--- src/rtl/axi_wr_pkg.sv ---
// Shared types and constants for the AXI burst write master: FSM states,
// burst/response encodings and the write-response timeout length.
package axi_wr_pkg;

  typedef enum logic [1:0] {
    ST_IDLE = 2'd0,
    ST_ADDR = 2'd1,
    ST_DATA = 2'd2,
    ST_RESP = 2'd3
  } wr_state_e;

  localparam logic [1:0] BURST_INCR  = 2'b01;

  localparam logic [1:0] RESP_OKAY   = 2'b00;
  localparam logic [1:0] RESP_EXOKAY = 2'b01;
  localparam logic [1:0] RESP_SLVERR = 2'b10;
  localparam logic [1:0] RESP_DECERR = 2'b11;

  localparam int WR_TIMEOUT_CYC = 256;

  function automatic logic [2:0] axsize_for(input int data_w);
    return 3'($clog2(data_w / 8));
  endfunction

endpackage

--- src/rtl/wr_beat_counter.sv ---
// Remaining-beat down-counter for one write burst; last flags the final beat.
module wr_beat_counter (
  input  logic       ACLK,
  input  logic       ARESETn,
  input  logic       load,
  input  logic [3:0] load_val,
  input  logic       dec,
  output logic       last
);

  logic [3:0] cnt_d, cnt_q;

  always_comb begin
    cnt_d = cnt_q;
    if (load) begin
      cnt_d = load_val;
    end else if (dec && (cnt_q != 4'd0)) begin
      cnt_d = cnt_q - 4'd1;
    end
  end

  always_ff @(posedge ACLK) begin
    if (!ARESETn) cnt_q <= '0;
    else          cnt_q <= cnt_d;
  end

  assign last = (cnt_q == 4'd0);

endmodule

--- src/rtl/axi_burst_write_master.sv ---
// Single-outstanding AXI INCR burst write master with pass-through beat data.
// Optional B-channel timeout enabled by defining AXI_WR_BRESP_TIMEOUT_EN.
module axi_burst_write_master
  import axi_wr_pkg::*;
#(
  parameter int DATA_W = 32,
  parameter int ADDR_W = 32,
  parameter int ID_W   = 8
) (
  input  logic                ACLK,
  input  logic                ARESETn,
  input  logic                req_valid,
  output logic                req_ready,
  input  logic [ADDR_W-1:0]   req_addr,
  input  logic [3:0]          req_len,
  input  logic [ID_W-1:0]     req_id,
  input  logic [DATA_W/8-1:0] req_strb,
  input  logic [DATA_W-1:0]   wd_data,
  input  logic                wd_valid,
  output logic                wd_ready,
  input  logic                rd_busy,
  output logic                done_valid,
  output logic [1:0]          done_resp,
  output logic [ID_W-1:0]     AWID,
  output logic [ADDR_W-1:0]   AWADDR,
  output logic [3:0]          AWLEN,
  output logic [2:0]          AWSIZE,
  output logic [1:0]          AWBURST,
  output logic                AWVALID,
  input  logic                AWREADY,
  output logic [DATA_W-1:0]   WDATA,
  output logic [DATA_W/8-1:0] WSTRB,
  output logic                WLAST,
  output logic                WVALID,
  input  logic                WREADY,
  input  logic [1:0]          BRESP,
  input  logic                BVALID,
  output logic                BREADY
);

  localparam int STRB_W = DATA_W / 8;

  wr_state_e           state_d, state_q;
  logic [ADDR_W-1:0]   addr_d, addr_q;
  logic [3:0]          len_d, len_q;
  logic [ID_W-1:0]     id_d, id_q;
  logic [STRB_W-1:0]   strb_d, strb_q;
  logic                done_valid_d, done_valid_q;
  logic [1:0]          done_resp_d, done_resp_q;
  logic                accept, w_fire, beat_last;
  logic                in_addr, in_data, in_resp;

`ifdef AXI_WR_BRESP_TIMEOUT_EN
  localparam int TMO_W = $clog2(WR_TIMEOUT_CYC);
  logic [TMO_W-1:0]    tmo_d, tmo_q;
`endif

  assign in_addr   = (state_q == ST_ADDR);
  assign in_data   = (state_q == ST_DATA);
  assign in_resp   = (state_q == ST_RESP);
  assign req_ready = (state_q == ST_IDLE) && !rd_busy;
  assign accept    = req_valid && req_ready;
  assign w_fire    = in_data && wd_valid && WREADY;

  wr_beat_counter u_beat_cnt (
    .ACLK     (ACLK),
    .ARESETn  (ARESETn),
    .load     (accept),
    .load_val (req_len),
    .dec      (w_fire),
    .last     (beat_last)
  );

  always_comb begin
    state_d      = state_q;
    addr_d       = addr_q;
    len_d        = len_q;
    id_d         = id_q;
    strb_d       = strb_q;
    done_valid_d = 1'b0;
    done_resp_d  = RESP_OKAY;
`ifdef AXI_WR_BRESP_TIMEOUT_EN
    tmo_d        = tmo_q;
`endif
    case (state_q)
      ST_IDLE: begin
        if (accept) begin
          addr_d  = req_addr;
          len_d   = req_len;
          id_d    = req_id;
          strb_d  = req_strb;
          state_d = ST_ADDR;
        end
      end
      ST_ADDR: if (AWREADY) state_d = ST_DATA;
      ST_DATA: begin
        if (w_fire && beat_last) begin
          state_d = ST_RESP;
`ifdef AXI_WR_BRESP_TIMEOUT_EN
          tmo_d   = TMO_W'(WR_TIMEOUT_CYC - 1);
`endif
        end
      end
      ST_RESP: begin
        if (BVALID) begin
          state_d      = ST_IDLE;
          done_valid_d = 1'b1;
          done_resp_d  = BRESP;
`ifdef AXI_WR_BRESP_TIMEOUT_EN
        end else if (tmo_q == '0) begin
          // Slave never answered: report the burst as failed rather than hang.
          state_d      = ST_IDLE;
          done_valid_d = 1'b1;
          done_resp_d  = RESP_SLVERR;
        end else begin
          tmo_d        = tmo_q - 1'b1;
`endif
        end
      end
      default: state_d = ST_IDLE;
    endcase
  end

  always_ff @(posedge ACLK) begin
    if (!ARESETn) begin
      state_q      <= ST_IDLE;
      addr_q       <= '0;
      len_q        <= '0;
      id_q         <= '0;
      strb_q       <= '0;
      done_valid_q <= 1'b0;
      done_resp_q  <= RESP_OKAY;
`ifdef AXI_WR_BRESP_TIMEOUT_EN
      tmo_q        <= '0;
`endif
    end else begin
      state_q      <= state_d;
      addr_q       <= addr_d;
      len_q        <= len_d;
      id_q         <= id_d;
      strb_q       <= strb_d;
      done_valid_q <= done_valid_d;
      done_resp_q  <= done_resp_d;
`ifdef AXI_WR_BRESP_TIMEOUT_EN
      tmo_q        <= tmo_d;
`endif
    end
  end

  assign AWSIZE     = axsize_for(DATA_W);
  assign AWBURST    = BURST_INCR;
  assign AWVALID    = in_addr;
  assign AWID       = in_addr ? id_q   : '0;
  assign AWADDR     = in_addr ? addr_q : '0;
  assign AWLEN      = in_addr ? len_q  : '0;

  assign WVALID     = in_data && wd_valid;
  assign wd_ready   = in_data && WREADY;
  assign WDATA      = in_data ? wd_data : '0;
  assign WSTRB      = in_data ? strb_q  : '0;
  assign WLAST      = in_data && beat_last;

  assign BREADY     = in_resp;
  assign done_valid = done_valid_q;
  assign done_resp  = done_resp_q;

endmodule

--- config.mk ---
export PLATFORM = sky130hd
export DESIGN_NAME = axi_burst_write_master
export DESIGN_NICKNAME = d
export VERILOG_FILES = /design/src/rtl/axi_wr_pkg.sv /design/src/rtl/wr_beat_counter.sv /design/src/rtl/axi_burst_write_master.sv
export SDC_FILE = /design/constraint.sdc
export NUM_CORES = 1
export LEC_CHECK = 0
export ABC_CLOCK_PERIOD_IN_PS = 5300
export BUFFER_PORTS_ARGS = -buffer_cell sky130_fd_sc_hd__clkbuf_2
export CAP_MARGIN = 20
export CORE_MARGIN = 2
export CORE_UTILIZATION = 47
export CTS_BUF_LIST = sky130_fd_sc_hd__clkbuf_4 sky130_fd_sc_hd__clkbuf_8
export DETAILED_ROUTE_END_ITERATION = 12
export GPL_TIMING_DRIVEN = 0
export PLACE_DENSITY_LB_ADDON = 0.3
export RECOVER_POWER = 100
export SETUP_SLACK_MARGIN = 0.1
export SLEW_MARGIN = 30
export SYNTH_ARGS = -nofsm -noshare
export SYNTH_HDL_FRONTEND = slang
export SYNTH_SLANG_ARGS = --single-unit
--- constraint.sdc ---
create_clock -name ACLK -period 5.3 [get_ports ACLK]
set_clock_uncertainty 0.2 [all_clocks]
set_input_delay 1.06 -clock ACLK [delete_from_list [all_inputs] [get_ports ACLK]]
set_output_delay 1.06 -clock ACLK [all_outputs]
set_load 0.05 [all_outputs]
==> impl_metrics.json <==
{
  "setup_slack_ns": 1.862,
  "pwr-share-comb": 0.401,
  "clkPwrFrac": 0.273,
  "grt_pass1_wl_um": 11870,
  "crit_path_end_kind": "output pin",
  "grt_usage": 0.2308,
  "antenna_found_initial": 0,
  "wire_per_inst_um": 12.59,
  "grt_util_met2": 0.4301,
  "critPathMaxFanout": 10,
  "r2r_cells": 9,
  "via_per_inst": 4.637,
  "cts.sinks": 57,
  "synthTopCellsByArea": "dfxtp_1, and2_1, nand2_1",
  "syn_inst": 360,
  "reg2reg_from": "state_q[0]$_SDFFE_PN0P_",
  "synthFlopType": "dfxtp_1",
  "startpoint_type": "register",
  "grt_busiest_layer": "met2",
  "cts_root_buf": "clkbuf_8",
  "cpMaxStageDelayCell": "clkbuf_1",
  "cts-buffers-inserted": 9,
  "place_ws_ns": 2.352,
  "syn_avg_cell_area_sq_um": 7.973,
  "worst_slew_pin_slew_ns": 0.6596,
  "dieArea_sq_um": 6748,
  "slowest_delay_ns": 0.49,
  "hold_end": "addr_q[30]$_SDFFE_PN0P_",
  "fin_cells": 631,
  "ant_nets": 0,
  "p_int_w": 0.0009109,
  "die_h_um": 82.15,
  "crit_path_frequent_cell": "clkbuf_1",
  "clk_path_buf_depth": 2,
  "drt_first_pass_iters": 4,
  "worstPathArrival_ns": 2.18,
  "synth_cell_types": 30,
  "r2r-end": "strb_q[2]$_SDFFE_PN0P_",
  "hpwl_um": 6261,
  "tns_ns": 0,
  "hold_start": "addr_q[30]$_SDFFE_PN0P_",
  "cts_tree": "built",
  "post-place-cells": 616,
  "grt-ovfl-total": 0,
  "fmax_mhz": 290.9,
  "grtUsageMet1": 0.2493,
  "cellLeakagePower_nw": 1.681,
  "reg2reg_slack_ns": 2.61,
  "num_antenna_cells": 0,
  "holdBufCountCts": 0,
  "area_growth_pct": 37.10,
  "drtIter0Drc": 107,
  "critPathTopFamily": "buffers and inverters",
  "pwr-share-seq": 0.326,
  "placementRows": 28,
  "clk_pin_slew_ns": 0.05,
  "fin_crit_ns": 3.438,
  "totalWireLength_um": 7944,
  "vdd_drop_max_v": 0.0001915,
  "hold_path.class": "reg2reg",
  "hold-path-cell-count": 2,
  "place_area_sq_um": 3866,
  "htree_levels": 3,
  "relSlewSlack": 0.5622,
  "p_sw_frac": 0.4170,
  "globalRouteMet3Util": 0.05217,
  "async_flop_share": 0,
  "core_sq_um": 5921,
  "crit_buf_inv": 3,
  "grt_pass1_vias": 2743,
  "synth_common_cells": "nand2_1, and2_1, dfxtp_1, a21boi_0, clkbuf_1",
  "cts_resized": 0,
  "cp_num_cells": 5,
  "place.gp.congestion": 0.7883,
  "slew_violations": 0,
  "yosysMostFrequentCell": "nand2_1",
  "grt_start_max_net_pins": 11,
  "crit_required_ns": 4.04,
  "path_cells": "inv_1 > ha_1 > clkbuf_1 > and2_1 > clkbuf_1",
  "final_cell_area_sq_um": 3935,
  "ys_seq_elements": 57,
  "setup.worst_path.start": "state_q[1]$_SDFFE_PN0P_",
  "drive_above_1_share": 0.2032,
  "p_switching_w": 0.0006516,
  "portBuffers": 178,
  "final-hold-violation-count": 0,
  "setup_viol": 0,
  "worstSetupPathType": "reg2out",
  "powerDensity_nw_per_um2": 397.1,
  "ys_seq_area_frac": 0.3976,
  "num-nets-final": 647,
  "fillCellCount": 586,
  "rsz0062_at_grt": "no",
  "start_util": 0.4848,
  "utilization": 0.6646,
  "die_w_um": 82.15,
  "status": "finished, final reports clean",
  "io_pins": 184,
  "synth_warnings": 0,
  "num_vias": 2926,
  "synth.top_cell.area_share": 0.3976,
  "drv_cap": 0,
  "fin_crit_sh": 0.6487,
  "synth_edf_count": 0,
  "yosysTopAreaCell": "dfxtp_1",
  "post-route-drc-count": 0,
  "worst_skew_pair.late_latency_ns": 0.32,
  "post_cts.repair.setup_buffers": 0,
  "synthesis.area_sq_um": 2870
}
cell families (layout without fill, tap and decap cells):
logic type | after synthesis | count (layout) | synth area share
adder cells (fa/ha/maj) | 5 | 5 | 0.02180
XOR/XNOR | 3 | 3 | 0.009156
multiplexers | 2 | 2 | 0.006975
AND/OR/NAND/NOR | 196 | 196 | 0.3474
AO/OA/AOI/OAI | 59 | 59 | 0.1491
buffers and inverters | 36 | 229 | 0.06539
flip-flops | 57 | 57 | 0.3976
other | 2 | 5 | 0.002616
worst max path at each step:
stage | endpoint | slack, ns
2_1_floorplan | AWADDR[0] | 2.38
3_3_place_gp | AWLEN[0] | 2.34
3_5_place_dp | AWLEN[0] | 2.35
4_1_cts | AWLEN[0] | 2.00
5_1_grt | AWLEN[0] | 1.72
6_report | AWLEN[0] | 1.86
layout make-up:
class / count / area, sq um / share of cell area
Inverter: 6 / 22.52 / 0.005723
Timing Repair Buffer: 178 / 778.2 / 0.1978
Sequential cell: 57 / 1141 / 0.2900
Tap cell: 75 / 93.84 / 0.02385
Clock buffer: 13 / 178.9 / 0.04547
Buffer: 30 / 142.6 / 0.03625
Multi-Input combinational cell: 270 / 1543 / 0.3921
Clock inverter: 2 / 35.03 / 0.008903
flip-flops by register name, indices dropped and copies added, names as in the netlist:
signal	flops
strb_q	4
state_q	2
u_beat_cnt.cnt_q	4
done_resp	2
len_q	4
addr_q	32
id_q	8
done_valid	1
metrics by stage:
step | hold slack (ns) | total power, W
after detailed placement | 0.2422 | 0.001180
after floorplan | 0.2305 | 0.001012
after CTS | 0.2509 | 0.001610
after global routing | 0.2790 | 0.001653
after global placement | 0.2359 | 0.001170
final | 0.2485 | 0.001562
placed cells by master, fill, tap and decap left out, types with 2 or more instances in the layout:
| cell type | synthesis | layout |
|---|---|---|
| clkbuf_1 | 19 | 112 |
| nand2_1 | 98 | 99 |
| clkbuf_2 | 0 | 88 |
| and2_1 | 85 | 82 |
| dfxtp_1 | 57 | 57 |
| a21boi_0 | 38 | 47 |
| clkbuf_8 | 0 | 13 |
| buf_4 | 8 | 8 |
| inv_1 | 6 | 6 |
| ha_1 | 5 | 5 |
| conb_1 | 2 | 5 |
| a21oi_1 | 4 | 4 |
| and2_0 | 0 | 3 |
| xnor2_1 | 3 | 3 |
| o21ai_0 | 3 | 3 |
| and3_1 | 2 | 2 |
| nand3_1 | 2 | 2 |
| mux2i_1 | 2 | 2 |
power groups by stage:
stage	Combinational [W]	Clock (W)	Sequential [W]
floorplan	0.000499	0	0.000513
detailed placement	0.000661	0	0.000519
global route	0.000684	0.000453	0.000516
global placement	0.000655	0	0.000515
finish	0.000626	0.000426	0.000510
CTS	0.000664	0.000436	0.000510
worst min-delay path: stages (launching register included):
cell and delay [ns]:
dfxtp_1 0.30, nand2_1 0.05, a21boi_1 0.05
routing by layer:
metal | wire length (um) | part of all wire
met2 | 4071 | 0.51
met1 | 3060 | 0.39
met5 | 0 | 0
met4 | 175 | 0.022
met3 | 636 | 0.080
No activity file was read; power rests on OpenSTA's default activity.
